==> src/rtl/ped_event_scheduler_pkg.sv <==
// -----------------------------------------------------------------------------
// ped_event_scheduler_pkg
//   Shared definitions for the pulse-event scheduler.
//   - default parameter values for the scheduler top
//   - FSM state encoding (IDLE=0, OFFER=1, GAP=2)
//   - wrap_inc(): modulo-n increment used for the round-robin pointer
// -----------------------------------------------------------------------------
package ped_event_scheduler_pkg;

  localparam int DEF_N_SRC   = 32'sd4;
  localparam int DEF_PEND_W  = 32'sd2;
  localparam int DEF_GAP_CYC = 32'sd2;
  localparam int DEF_ID_W    = 32'sd2;

  typedef enum logic [1:0] {
    ST_IDLE  = 2'd0,
    ST_OFFER = 2'd1,
    ST_GAP   = 2'd2
  } sched_state_e;

  // Returns (v + 1) mod n for 0 <= v < n.
  function automatic int wrap_inc(input int v, input int n);
    if ((v + 32'sd1) >= n) begin
      return 32'sd0;
    end else begin
      return v + 32'sd1;
    end
  endfunction

endpackage

==> src/rtl/ped_event_scheduler_rr_pick.sv <==
// -----------------------------------------------------------------------------
// ped_event_scheduler_rr_pick
//   Combinational rotate-priority picker: grants the first requesting source
//   at or after ptr, wrapping from N_SRC-1 back to 0.
// Ports:
//   req       in  N_SRC  request vector, bit i = source i has pending work
//   ptr       in  ID_W   index with highest priority this cycle
//   gnt_valid out 1      some request is set
//   gnt_id    out ID_W   granted source index (0 when gnt_valid is 0)
// -----------------------------------------------------------------------------
module ped_event_scheduler_rr_pick
  import ped_event_scheduler_pkg::*;
#(
  parameter int N_SRC = DEF_N_SRC,
  parameter int ID_W  = DEF_ID_W
) (
  input  logic [N_SRC-1:0] req,
  input  logic [ID_W-1:0]  ptr,
  output logic             gnt_valid,
  output logic [ID_W-1:0]  gnt_id
);

  logic [ID_W-1:0] w_idx;
  logic            w_hit;

  // Walk the sources starting at ptr; the first requester found wins.
  always_comb begin
    gnt_valid = 1'b0;
    gnt_id    = '0;
    w_idx     = ptr;
    w_hit     = 1'b0;
    for (int k = 0; k < N_SRC; k++) begin
      w_hit     = !gnt_valid && req[w_idx];
      gnt_id    = w_hit ? w_idx : gnt_id;
      gnt_valid = gnt_valid | w_hit;
      w_idx     = ID_W'(wrap_inc(int'(w_idx), N_SRC));
    end
  end

endmodule

==> src/rtl/ped_event_scheduler.sv <==
// -----------------------------------------------------------------------------
// ped_event_scheduler
//   Collects one-cycle edge pulses from N_SRC detectors, queues them per source
//   in saturating counters and serialises them round-robin onto a single
//   valid/ready command channel, with GAP_CYC idle cycles after each accept.
// Ports:
//   clk        in   1      system clock (rising edge)
//   reset      in   1      asynchronous active-low reset
//   ped_pulse  in   N_SRC  one-cycle edge pulses, bit i = source i
//   cmd_ready  in   1      consumer accepts when high with cmd_valid
//   cmd_valid  out  1      command offered
//   cmd_id     out  ID_W   source being offered (holds last grant when idle)
//   pend_any   out  1      any pending counter non-zero (registered)
//   ovf        out  N_SRC  sticky overflow per source
//   ovf_clr    in   1      synchronous clear of ovf (a same-cycle set wins)
// -----------------------------------------------------------------------------
module ped_event_scheduler
  import ped_event_scheduler_pkg::*;
#(
  parameter int N_SRC   = DEF_N_SRC,
  parameter int PEND_W  = DEF_PEND_W,
  parameter int GAP_CYC = DEF_GAP_CYC,
  parameter int ID_W    = DEF_ID_W
) (
  input  logic             clk,
  input  logic             reset,
  input  logic [N_SRC-1:0] ped_pulse,
  input  logic             cmd_ready,
  output logic             cmd_valid,
  output logic [ID_W-1:0]  cmd_id,
  output logic             pend_any,
  output logic [N_SRC-1:0] ovf,
  input  logic             ovf_clr
);

  localparam logic [PEND_W-1:0] CNT_MAX  = '1;
  localparam logic [PEND_W-1:0] CNT_ONE  = PEND_W'(1'b1);
  localparam bit                GAP_EN   = (GAP_CYC > 32'sd0);
  localparam int                GAP_W    = (GAP_CYC > 32'sd1) ? $clog2(GAP_CYC) : 32'sd1;
  localparam logic [GAP_W-1:0]  GAP_LOAD = GAP_EN ? GAP_W'(GAP_CYC - 32'sd1) : '0;
  localparam logic [GAP_W-1:0]  GAP_ONE  = GAP_W'(1'b1);

  logic [PEND_W-1:0] r_cnt [N_SRC];
  logic [N_SRC-1:0]  r_ovf;
  logic              r_pend_any;
  sched_state_e      r_state;
  logic              r_cmd_valid;
  logic [ID_W-1:0]   r_cmd_id;
  logic [ID_W-1:0]   r_rr_ptr;
  logic [GAP_W-1:0]  r_gap;

  logic [PEND_W-1:0] w_cnt_nxt [N_SRC];
  logic [N_SRC-1:0]  w_req;
  logic [N_SRC-1:0]  w_dec;
  logic [N_SRC-1:0]  w_ovf_set;
  logic              w_pend_nxt;
  logic              w_accept;
  logic              w_gnt_valid;
  logic [ID_W-1:0]   w_gnt_id;

  assign w_accept  = (r_state == ST_OFFER) && r_cmd_valid && cmd_ready;

  assign cmd_valid = r_cmd_valid;
  assign cmd_id    = r_cmd_id;
  assign pend_any  = r_pend_any;
  assign ovf       = r_ovf;

  // Next-state pending counters: a pulse and an accept on the same source cancel.
  always_comb begin
    w_req      = '0;
    w_dec      = '0;
    w_ovf_set  = '0;
    w_pend_nxt = 1'b0;
    for (int i = 0; i < N_SRC; i++) begin
      w_req[i]     = (r_cnt[i] != '0);
      w_dec[i]     = w_accept && (r_cmd_id == ID_W'(i));
      w_cnt_nxt[i] = r_cnt[i];
      if (ped_pulse[i] && !w_dec[i]) begin
        if (r_cnt[i] == CNT_MAX) begin
          w_ovf_set[i] = 1'b1;
        end else begin
          w_cnt_nxt[i] = r_cnt[i] + CNT_ONE;
        end
      end else if (w_dec[i] && !ped_pulse[i]) begin
        w_cnt_nxt[i] = r_cnt[i] - CNT_ONE;
      end else begin
        w_cnt_nxt[i] = r_cnt[i];
      end
      w_pend_nxt = w_pend_nxt | (w_cnt_nxt[i] != '0);
    end
  end

  // Round-robin choice among sources with pending events.
  ped_event_scheduler_rr_pick #(
    .N_SRC (N_SRC),
    .ID_W  (ID_W)
  ) u_rr_pick (
    .req       (w_req),
    .ptr       (r_rr_ptr),
    .gnt_valid (w_gnt_valid),
    .gnt_id    (w_gnt_id)
  );

  // Pending counters and the registered pend_any flag.
  always_ff @(posedge clk or negedge reset) begin
    if (!reset) begin
      for (int i = 0; i < N_SRC; i++) begin
        r_cnt[i] <= '0;
      end
      r_pend_any <= 1'b0;
    end else begin
      for (int i = 0; i < N_SRC; i++) begin
        r_cnt[i] <= w_cnt_nxt[i];
      end
      r_pend_any <= w_pend_nxt;
    end
  end

  // Sticky overflow flags; a new overflow beats a same-cycle clear.
  always_ff @(posedge clk or negedge reset) begin
    if (!reset) begin
      r_ovf <= '0;
    end else begin
      r_ovf <= w_ovf_set | (ovf_clr ? '0 : r_ovf);
    end
  end

  // Command FSM: IDLE picks a source, OFFER holds it until accepted, GAP spaces commands.
  always_ff @(posedge clk or negedge reset) begin
    if (!reset) begin
      r_state     <= ST_IDLE;
      r_cmd_valid <= 1'b0;
      r_cmd_id    <= '0;
      r_rr_ptr    <= '0;
      r_gap       <= '0;
    end else begin
      case (r_state)
        ST_IDLE: begin
          if (w_gnt_valid) begin
            r_cmd_id    <= w_gnt_id;
            r_cmd_valid <= 1'b1;
            r_state     <= ST_OFFER;
          end else begin
            r_state <= ST_IDLE;
          end
        end
        ST_OFFER: begin
          if (w_accept) begin
            r_cmd_valid <= 1'b0;
            r_rr_ptr    <= ID_W'(wrap_inc(int'(r_cmd_id), N_SRC));
            if (GAP_EN) begin
              r_gap   <= GAP_LOAD;
              r_state <= ST_GAP;
            end else begin
              r_state <= ST_IDLE;
            end
          end else begin
            r_state <= ST_OFFER;
          end
        end
        ST_GAP: begin
          if (r_gap == '0) begin
            r_state <= ST_IDLE;
          end else begin
            r_gap <= r_gap - GAP_ONE;
          end
        end
        default: begin
          r_state     <= ST_IDLE;
          r_cmd_valid <= 1'b0;
        end
      endcase
    end
  end

endmodule

==> config.mk <==
export PLATFORM = sky130hd
export DESIGN_NAME = ped_event_scheduler
export DESIGN_NICKNAME = d
export VERILOG_FILES = /design/src/rtl/ped_event_scheduler_pkg.sv /design/src/rtl/ped_event_scheduler_rr_pick.sv /design/src/rtl/ped_event_scheduler.sv
export SDC_FILE = /design/constraint.sdc
export NUM_CORES = 1
export LEC_CHECK = 0
export CORE_MARGIN = 5
export CORE_UTILIZATION = 60
export CTS_CLUSTER_DIAMETER = 100
export DETAILED_ROUTE_END_ITERATION = 16
export HOLD_SLACK_MARGIN = 0.12
export PLACE_DENSITY = 0.81
export REMOVE_ABC_BUFFERS = 1
export SLEW_MARGIN = 20
export SYNTH_ARGS = -nofsm -noshare
export SYNTH_HDL_FRONTEND = slang
export SYNTH_SLANG_ARGS = --single-unit
==> constraint.sdc <==
create_clock -name clk -period 4.85 [get_ports clk]
set_clock_uncertainty 0.05 [all_clocks]
set_input_delay 0.97 -clock clk [delete_from_list [all_inputs] [get_ports clk]]
set_output_delay 0.97 -clock clk [all_outputs]
set_load 0.05 [all_outputs]
==> flow_summary.json <==
{
  "status": "completed",
  "num_io_pins": 16,
  "drive_above_1_share_pct": 9.66,
  "min_path_type": "reg -> reg",
  "synthCells": 162,
  "r2r_start": "r_rr_ptr[0]",
  "cp.arrival_ns": 3.21,
  "dp_slack_ns": 1.45,
  "fill_cells": 197,
  "initialDrtViolationCount": 66,
  "grt-ovfl-total": 0,
  "critPathMaxFanout": 9,
  "antennaDiodeCount": 0,
  "setup_slack_ns": 1.78,
  "timing.critical_path.mode_cell": "or4_1",
  "initial_utilization_pct": 63.3,
  "fin_util_pct": 70.9,
  "ant_nets": 0,
  "syn_area_per_cell_um2": 9.68,
  "grt_first_pass_wirelength_mm": 5.18,
  "max_freq_mhz": 325,
  "wl_met3_um": 97,
  "area_delta_synth_final_pct": 12.0,
  "fin_area_um2": 1760,
  "regArea_um2": 526,
  "via_per_inst": 5.91,
  "multiInputGateArea_um2": 947,
  "cts_root_buf": "clkbuf_4",
  "drt_wl_total_mm": 3.05,
  "track_usage_pct": 18.4,
  "die_area_um2": 3740,
  "routed.top_layer": "met4",
  "final_net_count": 206,
  "rows": 18,
  "p_leak_nw": 0.853,
  "crit_start": "cmd_ready",
  "final_cell_mix": "ha_1, dfrtp_1, inv_1, nand2_1, clkdlybuf4s50_1",
  "finalCriticalPeriod_ns": 3.07,
  "cp_num_buf_inv": 1,
  "place_congestion": 0.794,
  "routed-wl-met2_mm": 1.51,
  "cts.sinks": 21,
  "crit_slowest_cell": "clkdlybuf4s50_1",
  "yosys_warnings": 0,
  "dp.cells": 202,
  "wl_per_cell_um": 14.8,
  "cap_violations": 0,
  "critical-path-top-delay-family": "simple AND/OR/NAND/NOR gates",
  "path_clk_slew_ns": 0.12,
  "placeableCoreArea_um2": 2480,
  "async_reset_ff_share_pct": 100,
  "fp.dieW_um": 61.1,
  "cts_tree": "yes",
  "netlist_area_um2": 1570,
  "vias": 1217,
  "setup_tns_ns": 0,
  "cts_setup_buffers": 0,
  "ir_drop_mv": 0.358,
  "slowest_delay_ns": 0.48,
  "layout.cells.non_filler": 206,
  "first_global_vias": 1199,
  "met1_length_mm": 1.42,
  "final_hold_viol_count": 0,
  "dp_hpwl_mm": 2.38,
  "hp-start": "r_gap",
  "grt_max_degree": 22,
  "final.period_utilization_pct": 63.4,
  "cts_resized": 0,
  "rsz0062_at_grt": "no",
  "dr.pass1.iters": 4,
  "setup-violations-final": 0,
  "synth_edf_count": 0,
  "path_cells": "clkdlybuf4s50_1, and4b_1, nand2_4, mux2_4, or4_1, or4_1",
  "numPortBuffers": 15,
  "grt_antenna_before_repair": 0,
  "slew_headroom_pct": 37.9,
  "clkLatencyLatePin_ns": 0.30,
  "yosysSeqAreaShare_pct": 33.5,
  "remaining_drc_errors": 0,
  "critPathRequiredTime_ns": 4.99,
  "start_kind": "input port",
  "cts_hold_repair.buffers": 0,
  "clockBufferDepth": 2,
  "die_h_um": 61.1,
  "crit_path_end_kind": "flop",
  "slew_violations": 0,
  "powerDensity_nw_per_um2": 423,
  "synthFlopType": "dfrtp_1",
  "ys_types": 44,
  "critPathKind": "in -> reg",
  "post_dp_cell_area_um2": 1730,
  "synth-seq-cells": 21,
  "cts_made_buffers": 3,
  "htree_num_levels": 1,
  "worstMarginPinSlew_ns": 0.929
}
## kinds of logic after synthesis
kind of cell / after synthesis / synth area share [%]
AOI/OAI and AO/OA: 35 / 15.9
DFF: 21 / 33.5
xor gates and xnor gates: 4 / 2.24
muxes: 16 / 11.0
and+or+nand+nor: 42 / 14.5
buffers and inverters: 23 / 6.06
adders and majority gates: 21 / 16.8
## power by group
part	internal (W)	switching (W)	leakage (nW)	total [W]
Combinational	0.000153	0.000221	0.613	0.000374
Sequential	0.000223	0.0000624	0.222	0.000286
Clock	0.0000307	0.0000524	0.0177	0.0000831
## flip-flops by register name (all words and copies together) (netlist names)
register,flops
ovf,4
r_state,2
pend_any,1
cmd_id,2
cmd_valid,1
r_cnt,8
r_gap,1
r_rr_ptr,2
## metrics by stage
| stage | hold WS [ns] | power (W) |
|---|---|---|
| after floorplan | 0.425 | 0.000553 |
| after global placement | 0.446 | 0.000649 |
| after detailed placement | 0.460 | 0.000662 |
| after CTS | 0.487 | 0.000749 |
| after global routing | 0.520 | 0.000797 |
| final | 0.482 | 0.000743 |
## layer usage
layer | global-route usage (%) | vias up
met5 | 0 | -
met1 | 24.4 | 582
met4 | 4.02 | 0
met2 | 31.1 | 22
li1 | - | 611
met3 | 3.77 | 2
## synth_stat cells, types with 2 or more instances
library cell / n / area (µm²)
mux2i_1: 9 / 90.1
inv_1: 18 / 67.6
clkbuf_1: 3 / 11.3
ha_1: 21 / 263
o21ai_0: 13 / 65.1
nand2_1: 17 / 63.8
nor3_1: 4 / 20.0
nand3_1: 3 / 15.0
o32ai_1: 2 / 17.5
nor2_1: 3 / 11.3
mux2_2: 6 / 67.6
dfrtp_1: 21 / 526
o31ai_1: 2 / 15.0
or3b_2: 2 / 17.5
nor3b_1: 3 / 22.5
o211ai_1: 4 / 30.0
xnor2_1: 3 / 26.3
or4_1: 2 / 15.0
## worst paths after layout
| kind | endpoint | slack (ns) | depth (start not counted) |
|---|---|---|---|
| setup / recovery | pend_any | 1.78 | 6 |
| hold / removal | r_state[1] | 0.48 | 1 |
| setup reg to reg | cmd_id[0] | 2.13 | 5 |
| hold reg to reg | r_state[1] | 0.48 | 1 |
| max in group asynchronous | cmd_id[0] | 3.06 | 1 |
| min in group asynchronous | pend_any | 1.13 | 1 |
## layout make-up
cell class | instances | area share (%)
Clock buffer | 3 | 1.28
Clock inverter | 1 | 0.285
Inverter | 18 | 3.85
Multi-Input combinational cell | 118 | 54.0
Sequential cell | 21 | 29.9
Tap cell | 30 | 2.14
Timing Repair Buffer | 15 | 8.55
No activity file was read; power rests on OpenSTA's default activity.
==> RTL change 1: new RTL, same settings <==
`DEF_PEND_W`: 32'sd2 -> 32'sd3.
--- a/src/rtl/ped_event_scheduler_pkg.sv
+++ b/src/rtl/ped_event_scheduler_pkg.sv
@@ -10,3 +10,3 @@
   localparam int DEF_N_SRC   = 32'sd4;
-  localparam int DEF_PEND_W  = 32'sd2;
+  localparam int DEF_PEND_W  = 32'sd3;
   localparam int DEF_GAP_CYC = 32'sd2;
Check against the original RTL: not equivalent (Yosys sat finds a counterexample within 10 cycles, from zero or initial values and one cycle with reset low).
==> RTL change 1 against the original RTL <==
- total power up 55%
- final area grew 13%
- wire length rose by 25%
- fmax is 10% higher
- via count up 23%
- sequential cell count up 4
- sequential power rose by 35%
- cell count is 17% higher
- worst setup slack improved by 0.28 ns
- synthesized area is 13% higher
- critical path type unchanged
- highest routed layer unchanged
==> RTL change 1: results (changes against the original RTL) <==
Status: finished, final reports clean (unchanged)
Worst path slowest cell: and4b_1 (was clkdlybuf4s50_1)
Switching share of power: 48.50% (was 45.22%)
Pre-Repair DR Iteration Count: 4 (unchanged)
DRT iter0 DRCs: 184 (was 66)
Worst Path Max Fanout: 17 (was 9)
Met1 GRT Util: 25.28% (was 24.40%)
Layout Cells excl Fill: 242 (was 206)
Register area share after synthesis: 35.19% (was 33.52%)
GRT Total Usage: 20.07% (was 18.42%)
Mux share of post-synthesis cell area: 9.430% (was 11.01%)
First-pass GRT wire length: 6699 um (was 5175 um)
Post-Synth Adder-Cell Area: 11.96% (was 16.76%)
Met2 routed WL: 1913 um (was 1510 um)
GR met2 Demand/Resource: 35.82% (was 31.12%)
Wl on met1: 1662 um (was 1419 um)
Pre-CTS WS: 1.716 ns (was 1.450 ns)
Worst slew margin: 62.61% (was 37.89%)
Worst reg2reg path depth: 6 (was 5)
Leak: 0.8879 nW (was 0.8529 nW)
Largest register FFs: 12 (was 8)
Biggest cell delay along the critical path: 0.57 ns (was 0.48 ns)
Placed Area: 1954 um2 (was 1728 um2)
Clk_lat worst skew: 0.32 ns (was 0.30 ns)
Post-synthesis cell type count: 42 (was 44)
Post-synth top cells: dfrtp_1 (25), inv_1 (23), ha_1 (17), nand2_1 (16), o21ai_0 (13) (was dfrtp_1 (21), ha_1 (21), inv_1 (18), nand2_1 (17), o21ai_0 (13))
Max Used Layer: met4 (unchanged)
Routed len/inst: 15.68 um (was 14.79 um)
Met3 wire length: 129 um (was 97 um)
Ys async rst share: 100.0% (unchanged)
Vias: 1499 (was 1217)
Largest cells by area after synthesis: dfrtp_1 (35%), ha_1 (12%), mux2i_1 (5.6%) (was dfrtp_1 (34%), ha_1 (17%), mux2i_1 (5.7%))
RD Place Congestion: 0.8783 (was 0.7940)
Critical Path AT: 2.95 ns (was 3.21 ns)
Post-synthesis compound-gate area fraction: 18.51% (was 15.88%)
Max VDD drop: 0.0004024 V (was 0.0003581 V)
Clock transition at the registers of the reported paths: 0.14 ns (was 0.12 ns)
Maximum number of pins on one net before global-route repair: 26 (was 22)
Yosys warns: 0 (unchanged)
Cell count after synthesis: 195 (was 162)
Met3 usage: 2.245% (was 3.774%)
Ratio of cells with drive above 1 in the final layout: 5.213% (was 9.659%)
Detailed placement HPWL: 3064 um (was 2379 um)
XOR/XNOR share of the synthesized area: 1.970% (was 2.235%)
Hold Path Cell Cnt: 2 (was 1)
==> RTL change 1: cell count changes after synthesis, moves of 4 or more <==
cell      unedited run  this run
nand3_1              3         8
a21oi_1              0         9
inv_1               18        23
nor2b_1              0         4
mux2_2               6         0
dfrtp_1             21        25
a21boi_0             0         4
o211ai_1             4         0
ha_1                21        17
nor2_1               3        10
==> RTL change 1: power groups by stage <==
stage                     clock [W]  combinational [W]  sequential (W)
after floorplan                   0           0.000407        0.000459
after global placement            0           0.000639        0.000381
after detailed placement          0           0.000663        0.000391
after CTS                 0.0000999           0.000668        0.000386
after global routing       0.000113           0.000740        0.000403
final                     0.0000964           0.000667        0.000386
==> RTL change 1: layout make-up <==
type / instances / area, um2
clock buffer: 3 / 22.52
clock inverter: 1 / 7.507
fill: 225 / 825.8
inverter: 23 / 86.33
multi-input combinational: 144 / 1054
sequential: 25 / 625.6
tap: 31 / 38.79
timing repair buffer: 15 / 145.1
==> RTL change 1: worst max-delay path, delay by kind of cell <==
kind / cells / cell delay, ns
buffers and inverters: 1 / 0.51
and+or+nand+nor: 3 / 0.86
AOI/OAI and AO/OA: 3 / 0.59
==> RTL change 1: path summary, 6_finish.rpt <==
path,from,to,slack (ns)
worst min register to register,r_gap,r_gap,0.49
worst max register to register,r_rr_ptr[0],cmd_id[0],2.25
worst min-delay path,r_gap,r_gap,0.49
min in group asynchronous,reset,r_cnt[3],0.56
worst max-delay path,cmd_ready,pend_any,2.06
max in group asynchronous,reset,r_cnt[5],3.83
==> RTL change 1: stage by stage <==
step | hold WS (ns) | util, %
floorplan | 0.4205 | -
global placement | 0.4385 | 69.67
detailed placement | 0.4669 | 69.67
CTS | 0.5025 | 70.74
global route | 0.5336 | 70.56
finish | 0.4940 | 70.56
==> RTL change 2: new RTL, same settings <==
Made on the original files. Reset style: synchronous (`reset`), changed in 3 clocked blocks. Comments in the files are not updated.
--- a/src/rtl/ped_event_scheduler.sv
+++ b/src/rtl/ped_event_scheduler.sv
@@ -104,3 +104,3 @@
   // Pending counters and the registered pend_any flag.
-  always_ff @(posedge clk or negedge reset) begin
+  always_ff @(posedge clk) begin
     if (!reset) begin
@@ -119,3 +119,3 @@
   // Sticky overflow flags; a new overflow beats a same-cycle clear.
-  always_ff @(posedge clk or negedge reset) begin
+  always_ff @(posedge clk) begin
     if (!reset) begin
@@ -128,3 +128,3 @@
   // Command FSM: IDLE picks a source, OFFER holds it until accepted, GAP spaces commands.
-  always_ff @(posedge clk or negedge reset) begin
+  always_ff @(posedge clk) begin
     if (!reset) begin
Function: differs if reset is asserted again (counterexample within 4 cycles, from zero or initial values and one cycle with reset low); with reset held inactive, the same outputs for 4 cycles.
==> RTL change 2 against the original RTL <==
- synthesized area is 5.9% higher
- sequential cell count is the same
- final area up 5.2%
- non-clock buffer count stayed put
- count of clock-buffer cells in the layout unchanged
- total power shrank 33%
- worst setup slack gained 0.23 ns
- cell count up 14%
- clock power increased by 0.8%
- sequential power down 27%
- via count up 20%
- combinational power down 46%
- wire length increased by 19%
==> RTL change 2: results (changes against the original RTL) <==
Internal power: 0.0003046 W (was 0.0004069 W)
Vias: 1462 (was 1217)
Status: finished, final reports clean (unchanged)
Leak: 0.7601 nW (was 0.8529 nW)
XOR/XNOR share of the synthesized area: 1.583% (was 2.235%)
Placed Cells: 230 (was 202)
Hold Path Class: reg -> reg (unchanged)
Max Used Layer: met4 (unchanged)
Post-Synth Adder-Cell Area: 15.83% (was 16.76%)
Post-synthesis cell type count: 50 (was 44)
Ratio of cells with drive above 1 in the final layout: 6.404% (was 9.659%)
Clock transition at the registers of the reported paths: 0.12 ns (about the same)
Yosys warns: 0 (unchanged)
Placed Area: 1819 um2 (was 1728 um2)
Combinational group power: 0.000201 W (was 0.000374 W)
Top_reg_cell synth: dfxtp_1 (was dfrtp_1)
Worst Path Max Fanout: 13 (was 9)
Post-CTS sizing: 0 (unchanged)
# nets final: 233 (was 206)
Number of port buffers: 15 (unchanged)
Met2 routed WL: 1813 um (was 1510 um)
Largest cells by area after synthesis: dfxtp_1 (25%), ha_1 (16%), mux2i_1 (6.0%) (was dfrtp_1 (34%), ha_1 (17%), mux2i_1 (5.7%))
Pre-Repair DR Iteration Count: 4 (unchanged)
Sequential share of power: 42.3% (was 38.5%)
Routed len/inst: 15.48 um (was 14.79 um)
Clock Path Buffers: 2 (unchanged)
Post-synth top cells: dfxtp_1 (21), ha_1 (21), inv_1 (19), a21oi_1 (11) (was dfrtp_1 (21), ha_1 (21), inv_1 (18), nand2_1 (17), o21ai_0 (13))
Largest register FFs: 8 (unchanged)
Num CTS Buffers: 3 (unchanged)
Worst slew pin tran: 0.5304 ns (was 0.9287 ns)
Pre-CTS WS: 1.710 ns (was 1.450 ns)
Worst Hold Launch: r_gap (unchanged)
H-tree depth: 1 (unchanged)
Post-synthesis compound-gate area fraction: 19.97% (was 15.88%)
First-pass GRT wire length: 6582 um (was 5175 um)
Ys async rst share: 0% (was 100.0%)
Root Buffer Master: clkbuf_4 (unchanged)
RD Place Congestion: 0.9027 (was 0.7940)
FILL cells: 233 (was 197)
Met3 wire length: 205 um (was 97 um)
Register area share after synthesis: 25.32% (was 33.52%)
Detailed placement HPWL: 2773 um (was 2379 um)
Maximum number of pins on one net before global-route repair: 17 (was 22)
Critical Path AT: 2.97 ns (was 3.21 ns)
Clk_lat worst skew: 0.31 ns
Max VDD drop: 0.0002631 V (was 0.0003581 V)
GRT Total Usage: 19.89% (was 18.42%)
Mux share of post-synthesis cell area: 13.04% (was 11.01%)
FF-to-FF Start: r_rr_ptr[0] (unchanged)
Largest Register: r_cnt (unchanged)
Wl on met1: 1586 um (was 1419 um)
Combinational power share: 40.8% (was 50.4%)
Cell count after synthesis: 191 (was 162)
WL final: 3622 um (was 3046 um)
## RTL change 2: cell type report
class | count | area (um2) | share of cell area [%]
clock buffers | 3 | 22.52 | 1.220
clock inverters | 1 | 5.005 | 0.2710
inverters | 19 | 71.32 | 3.862
multi-input cells | 144 | 1139 | 61.65
flip-flops and latches | 21 | 420.4 | 22.76
well taps | 31 | 38.79 | 2.100
repair buffers | 15 | 150.1 | 8.130
## RTL change 2: critical path, cell delays in order
cell	delay, ns
clkdlybuf4s50_1	0.51
and4b_1	0.50
nand2_1	0.19
mux2_1	0.35
a311oi_1	0.30
a41oi_1	0.15
## RTL change 2: layer usage
layer  track usage (%)  vias to the layer above
met4             5.305                        0
met5                 0                        -
met2             35.88                       42
li1                  -                      721
met1             23.13                      695
met3             4.856                        4
## RTL change 2: path summary, 6_finish.rpt
check                           depth (start not counted)          to  slack, ns
worst max-delay path                                    6    pend_any       2.01
worst min-delay path                                    2  r_state[1]       0.45
worst max register to register                          6   cmd_id[0]       2.31
worst min register to register                          2  r_state[1]       0.45
